[src/rtl/game_pkg.sv]
// Shared definitions for the game progress controller: state encoding and
// the default parameter constants used by the top level.
package game_pkg;

    typedef enum logic [1:0] {
        GS_PLAY = 2'd0,
        GS_OVER = 2'd1,
        GS_WON  = 2'd2
    } game_state_t;

    localparam int DEF_NUM_ROUNDS = 5;
    localparam int DEF_SCORE_W    = 16;
    localparam int DEF_K_W        = 4;
    localparam int DEF_K_INIT     = 4;
    localparam int DEF_BASE_PTS   = 10;
    localparam int DEF_STEP_PTS   = 5;
    localparam int DEF_MAX_LIVES  = 3;

    localparam int LIVES_W = 3;

endpackage

[src/rtl/edge_detect.sv]
// Rising-edge detector: compares the live input against a registered copy,
// so the pulse appears in the cycle the input is first high.
module edge_detect (
    input  logic clk,
    input  logic rst_n,
    input  logic din,
    output logic pulse
);

    logic din_reg;

    // Registered copy of the input, cleared by reset so a level that is
    // already high when reset releases still counts as one edge.
    always_ff @(posedge clk) begin
        if (!rst_n) begin
            din_reg <= 1'b0;
        end else begin
            din_reg <= din;
        end
    end

    assign pulse = din & ~din_reg;

endmodule

[src/rtl/game_progress_ctrl.sv]
// Round/score/lives tracker for a simple quiz-style game. Events are edge
// detected, applied on the same edge they are first seen, and the best final
// score survives game restarts until rst_n.
module game_progress_ctrl
    import game_pkg::*;
#(
    parameter int NUM_ROUNDS = DEF_NUM_ROUNDS,
    parameter int SCORE_W    = DEF_SCORE_W,
    parameter int K_W        = DEF_K_W,
    parameter int K_INIT     = DEF_K_INIT,
    parameter int BASE_PTS   = DEF_BASE_PTS,
    parameter int STEP_PTS   = DEF_STEP_PTS,
    parameter int MAX_LIVES  = DEF_MAX_LIVES,
    localparam int ROUND_W   = $clog2(NUM_ROUNDS + 1)
) (
    input  logic               clk,
    input  logic               rst_n,
    input  logic               round_clear,
    input  logic               game_fail,
    input  logic               game_reset,
    output logic [ROUND_W-1:0] current_round,
    output logic [K_W-1:0]     difficulty_k,
    output logic [SCORE_W-1:0] total_score,
    output logic [SCORE_W-1:0] high_score,
    output logic [LIVES_W-1:0] lives,
    output logic [1:0]         game_state,
    output logic               score_evt
);

    // Wide enough that score + points can never wrap before saturation.
    localparam int ACC_W = SCORE_W + 33;
    localparam logic [ACC_W-1:0] SCORE_MAX = {{(ACC_W-SCORE_W){1'b0}}, {SCORE_W{1'b1}}};

    logic clear_pulse;
    logic fail_pulse;

    edge_detect u_clear_edge (
        .clk   (clk),
        .rst_n (rst_n),
        .din   (round_clear),
        .pulse (clear_pulse)
    );

    edge_detect u_fail_edge (
        .clk   (clk),
        .rst_n (rst_n),
        .din   (game_fail),
        .pulse (fail_pulse)
    );

    game_state_t        state_reg, state_next;
    logic [ROUND_W-1:0] round_reg, round_next;
    logic [K_W-1:0]     k_reg, k_next;
    logic [SCORE_W-1:0] score_reg, score_next;
    logic [SCORE_W-1:0] high_reg, high_next;
    logic [LIVES_W-1:0] lives_reg, lives_next;
    logic               evt_reg, evt_next;

    logic [ACC_W-1:0]   pts_wide;
    logic [ACC_W-1:0]   sum_wide;
    logic [SCORE_W-1:0] score_sat;

    // Points for the current round, derived arithmetically from the round
    // number, then added to the score with saturation.
    always_comb begin
        pts_wide  = ACC_W'(BASE_PTS) + ACC_W'(round_reg - 1'b1) * ACC_W'(STEP_PTS);
        sum_wide  = ACC_W'(score_reg) + pts_wide;
        score_sat = (sum_wide > SCORE_MAX) ? {SCORE_W{1'b1}} : sum_wide[SCORE_W-1:0];
    end

    // State register and all progress counters.
    always_ff @(posedge clk) begin
        if (!rst_n) begin
            state_reg <= GS_PLAY;
            round_reg <= ROUND_W'(1);
            k_reg     <= K_W'(K_INIT);
            score_reg <= '0;
            high_reg  <= '0;
            lives_reg <= LIVES_W'(MAX_LIVES);
            evt_reg   <= 1'b0;
        end else begin
            state_reg <= state_next;
            round_reg <= round_next;
            k_reg     <= k_next;
            score_reg <= score_next;
            high_reg  <= high_next;
            lives_reg <= lives_next;
            evt_reg   <= evt_next;
        end
    end

    // Next-state logic: game_reset first, then clear (which wins over a
    // simultaneous fail); terminal states ignore events entirely.
    always_comb begin
        state_next = state_reg;
        round_next = round_reg;
        k_next     = k_reg;
        score_next = score_reg;
        high_next  = high_reg;
        lives_next = lives_reg;
        evt_next   = 1'b0;

        if (game_reset) begin
            state_next = GS_PLAY;
            round_next = ROUND_W'(1);
            k_next     = K_W'(K_INIT);
            score_next = '0;
            lives_next = LIVES_W'(MAX_LIVES);
        end else if (state_reg == GS_PLAY) begin
            if (clear_pulse) begin
                score_next = score_sat;
                evt_next   = (score_sat != score_reg);
                if (round_reg < ROUND_W'(NUM_ROUNDS)) begin
                    round_next = round_reg + 1'b1;
                    k_next     = (k_reg == {K_W{1'b1}}) ? k_reg : k_reg + 1'b1;
                end else begin
                    state_next = GS_WON;
                    if (score_sat > high_reg) begin
                        high_next = score_sat;
                    end
                end
            end else if (fail_pulse) begin
                lives_next = lives_reg - 1'b1;
                if (lives_reg == LIVES_W'(1)) begin
                    state_next = GS_OVER;
                    if (score_reg > high_reg) begin
                        high_next = score_reg;
                    end
                end
            end
        end
    end

    assign current_round = round_reg;
    assign difficulty_k  = k_reg;
    assign total_score   = score_reg;
    assign high_score    = high_reg;
    assign lives         = lives_reg;
    assign game_state    = state_reg;
    assign score_evt     = evt_reg;

endmodule
[config.mk]
export PLATFORM = sky130hd
export DESIGN_NAME = game_progress_ctrl
export DESIGN_NICKNAME = d
export VERILOG_FILES = /design/src/rtl/game_pkg.sv /design/src/rtl/edge_detect.sv /design/src/rtl/game_progress_ctrl.sv
export SDC_FILE = /design/constraint.sdc
export NUM_CORES = 1
export LEC_CHECK = 0
export CORE_UTILIZATION = 30
export CTS_CLUSTER_SIZE = 8
export DETAILED_ROUTE_END_ITERATION = 8
export PLACE_DENSITY = 0.53
export SYNTH_ARGS = -nofsm -noshare
export SYNTH_HDL_FRONTEND = slang
export SYNTH_SLANG_ARGS = --single-unit
[constraint.sdc]
create_clock -name clk -period 10 [get_ports clk]
set_input_delay 2.5 -clock clk [delete_from_list [all_inputs] [get_ports clk]]
set_output_delay 2.5 -clock clk [all_outputs]
set_load 0.02 [all_outputs]
==> flow_metrics.py <==
metrics = {
    "route": {
        "vias_per_cell": 4.99,
        "first_iter_violations": 216,
        "drt-pass1-iter-count": 4,
        "drc": 0,
        "ant_nets": 0,
        "drt-total-wl_um": 13200,
        "wl_per_cell_um": 14.9,
        "num_vias": 4434,
    },
    "synth": {
        "syn-mean-instance-area_um2": 8.08,
        "synth_area_mm2": 0.00512,
        "ys_seq_area_frac": 0.184,
        "ys_types": 67,
        "ys.flop_type": "dfxtp_1",
        "ys_warn_count": 0,
        "synthTopCellsByCount": "101 x inv_1, 83 x ha_1, 47 x dfxtp_1, 39 x nor2_1, 39 x o21ai_0",
        "synth_edf_count": 0,
        "syn_inst": 633,
        "synth_most_common_cell": "inv_1",
        "ys_ff_latch": 47,
        "yosysTopAreaCell": "ha_1",
        "yosysTopAreaCellShare": 0.203,
        "synth_area_leaders": "ha_1 20%, dfxtp_1 18%, inv_1 7.4%, fa_1 6.3%, o21ai_0 3.8%",
        "synth_nets": 737,
        "synthArstFlopShare": 0,
    },
    "critical_path": {
        "critical-path-top-delay-family": "compound AO/OA/AOI/OAI gates",
        "setup.worst_path.class": "reg2reg",
        "rrSetupSlack_ns": 2.74,
        "startpoint": "current_round[0]$_SDFFE_PP1P_",
        "worstPathRequired_ns": 10.21,
        "critPathLaunchType": "flip-flop",
        "r2r_end": "high_score[8]$_SDFFE_PN0P_",
        "cpMostUsedCell": "ha_1",
        "r2r_cells": 27,
        "reg2reg_from": "current_round[0]$_SDFFE_PP1P_",
        "worstPathMaxFanout": 16,
        "critPathArrivalTime_ns": 7.47,
        "path_depth": 27,
        "path_buf_inv": 4,
        "max_stage_delay_ns": 0.89,
        "worstSetupEndpointType": "flip-flop",
        "crit_path_top_delay_cell": "o21ai_1",
    },
    "sta": {
        "hold_viol": 0,
        "rsz0062_at_grt": "false",
        "hold_ws_ns": 0.490,
        "maxSlewHeadroom": 0.231,
        "setup_ws_ns": 2.74,
        "finalClockSkew_ns": 0.00715,
        "min_period_ns": 7.26,
        "setup_tns_ns": 0,
        "finalSetupViolCount": 0,
        "worst_pin_slew_ns": 1.15,
        "fmax_mhz": 138,
        "period_share": 0.726,
        "drv_slew": 0,
    },
    "cts": {
        "cts-buffers-inserted": 5,
        "cts_root_buffer": "clkbuf_16",
        "numClockSinks": 47,
        "cts_resized": 0,
        "clock_latency_ns": 0.30,
        "cts_tree": "built",
        "hold_buffers": 0,
        "post_cts_buffers": 0,
        "clk_pin_slew_ns": 0.07,
        "ctsLongestPathBuffers": 2,
        "cts-htree-levels": 2,
    },
    "grt": {
        "grt_pass1_wl_um": 22100,
        "grt.overflow.total": 0,
        "grt_pass1_vias": 4339,
        "antenna_found_initial": 0,
        "grt_max_degree": 37,
        "track_usage": 0.155,
    },
    "layout": {
        "n_fill_cell": 1728,
        "seq_area_um2": 941,
        "final_util": 0.358,
        "multiInputGateArea_mm2": 0.00369,
        "final_area_mm2": 0.00595,
        "diodes": 0,
        "drive_above_1_share": 0.0613,
        "nets": 772,
        "area_delta_synth_final_pct": 16.4,
    },
    "pwr": {
        "switchingPower_uw": 281,
        "comb_power_share": 0.460,
        "p_per_area_mw_per_mm2": 117,
        "p_sw_frac": 0.404,
        "ir_worst_vdd_mv": 0.0665,
        "seq_power_share": 0.295,
        "p_leak_uw": 0.00258,
        "power.share.clock": 0.245,
        "internal_power_uw": 414,
    },
    "run_status": {
        "outcome": "completed",
    },
    "min_path": {
        "hp-class": "reg2reg",
        "min_from": "high_score[4]$_SDFFE_PN0P_",
        "worstHoldEndpoint": "high_score[4]$_SDFFE_PN0P_",
        "hold_path_depth": 2,
    },
    "floorplanning": {
        "die-area_mm2": 0.0176,
        "die_w_um": 133,
        "initial_utilization": 0.307,
        "ios": 50,
        "core_mm2": 0.0166,
        "rows": 47,
        "chipHeight_um": 133,
    },
    "run": {
        "cap_violations": 0,
    },
    "placement": {
        "pre_cts_ws_ns": 2.68,
        "place_hpwl_um": 10600,
        "portBuffers": 49,
        "placed_area_mm2": 0.00581,
        "gp_routability_congestion": 0.856,
    },
}
## cell type report
class,count,area share
clock inverters,3,0.00336
repair buffers,53,0.0874
inverters,102,0.0643
well taps,220,0.0462
multi-input cells,459,0.620
flip-flops and latches,47,0.158
clock buffers,5,0.0210
## cell families (layout without fill, tap and decap cells)
| kind of cell | after synthesis | count (layout) | synth area share |
|---|---|---|---|
| buffers and inverters | 127 | 163 | 0.0971 |
| adder cells (fa/ha/maj) | 99 | 99 | 0.266 |
| flip-flops | 47 | 47 | 0.184 |
| AO/OA/AOI/OAI | 158 | 158 | 0.213 |
| XOR/XNOR | 40 | 40 | 0.0795 |
| multiplexers | 2 | 2 | 0.00391 |
| AND/OR/NAND/NOR | 160 | 160 | 0.157 |
## routing by layer
layer / share of wire / global-route usage
met3: 0.037 / 0.0111
met1: 0.50 / 0.220
met4: 0.016 / 0.0441
met5: 0 / 0
met2: 0.45 / 0.251
## through the flow
stage / instances / total power (uW)
floorplan: 633 / 447
global placement: 881 / 524
detailed placement: 881 / 529
CTS: 889 / 701
global route: 889 / 751
finish: 889 / 695
## worst reg2reg max path: stages (launching register included)
cell      delay [ns]
dfxtp_1         0.47
inv_1           0.15
ha_1            0.23
xor2_1          0.23
ha_1            0.29
ha_1            0.28
inv_1           0.05
fa_1            0.53
inv_1           0.04
ha_1            0.23
fa_1            0.42
a21o_1          0.23
a221oi_4        0.37
o21bai_2        0.14
o31a_4          0.33
xor2_2          0.64
nor3_2          0.12
inv_1           0.09
ha_1            0.23
nor2b_1         0.14
o21a_1          0.17
o21a_1          0.16
o21a_1          0.16
o21ai_0         0.14
a211oi_1        0.11
o21ai_1         0.89
nand3_1         0.17
a21oi_1         0.16
## worst max path at each step
stage	slack, ns	endpoint
2_1_floorplan	2.77	high_score[10]$_SDFFE_PN0P_
3_3_place_gp	2.88	high_score[12]$_SDFFE_PN0P_
3_5_place_dp	2.68	high_score[13]$_SDFFE_PN0P_
4_1_cts	2.64	high_score[13]$_SDFFE_PN0P_
5_1_grt	2.05	high_score[15]$_SDFFE_PN0P_
6_report	2.74	high_score[8]$_SDFFE_PN0P_
## power groups by stage
stage / clock network, uW / registers [uW] / logic (uW)
floorplan: 0 / 210 / 236
global placement: 0 / 209 / 315
detailed placement: 0 / 210 / 319
CTS: 174 / 205 / 322
global route: 181 / 206 / 364
finish: 170 / 205 / 320
## layout by cell type, fill, tap and decap left out, drive strengths merged, types with 3 or more instances in the layout
master / instances
xor2: 24
buf: 4
ha: 83
clkbuf: 5
a211oi: 16
nand3: 27
and3: 5
a311oi: 6
nor2b: 3
a21o: 15
nand4: 11
clkdlybuf4s50: 49
a31o: 3
a31oi: 7
inv: 101
nand2: 37
o211ai: 6
xnor2: 15
nor2: 40
a221oi: 3
and2: 4
nand2b: 4
dfxtp: 47
nor3: 18
o21a: 7
a21oi: 34
o21ai: 41
fa: 16
(Power assumes the default switching activity.)
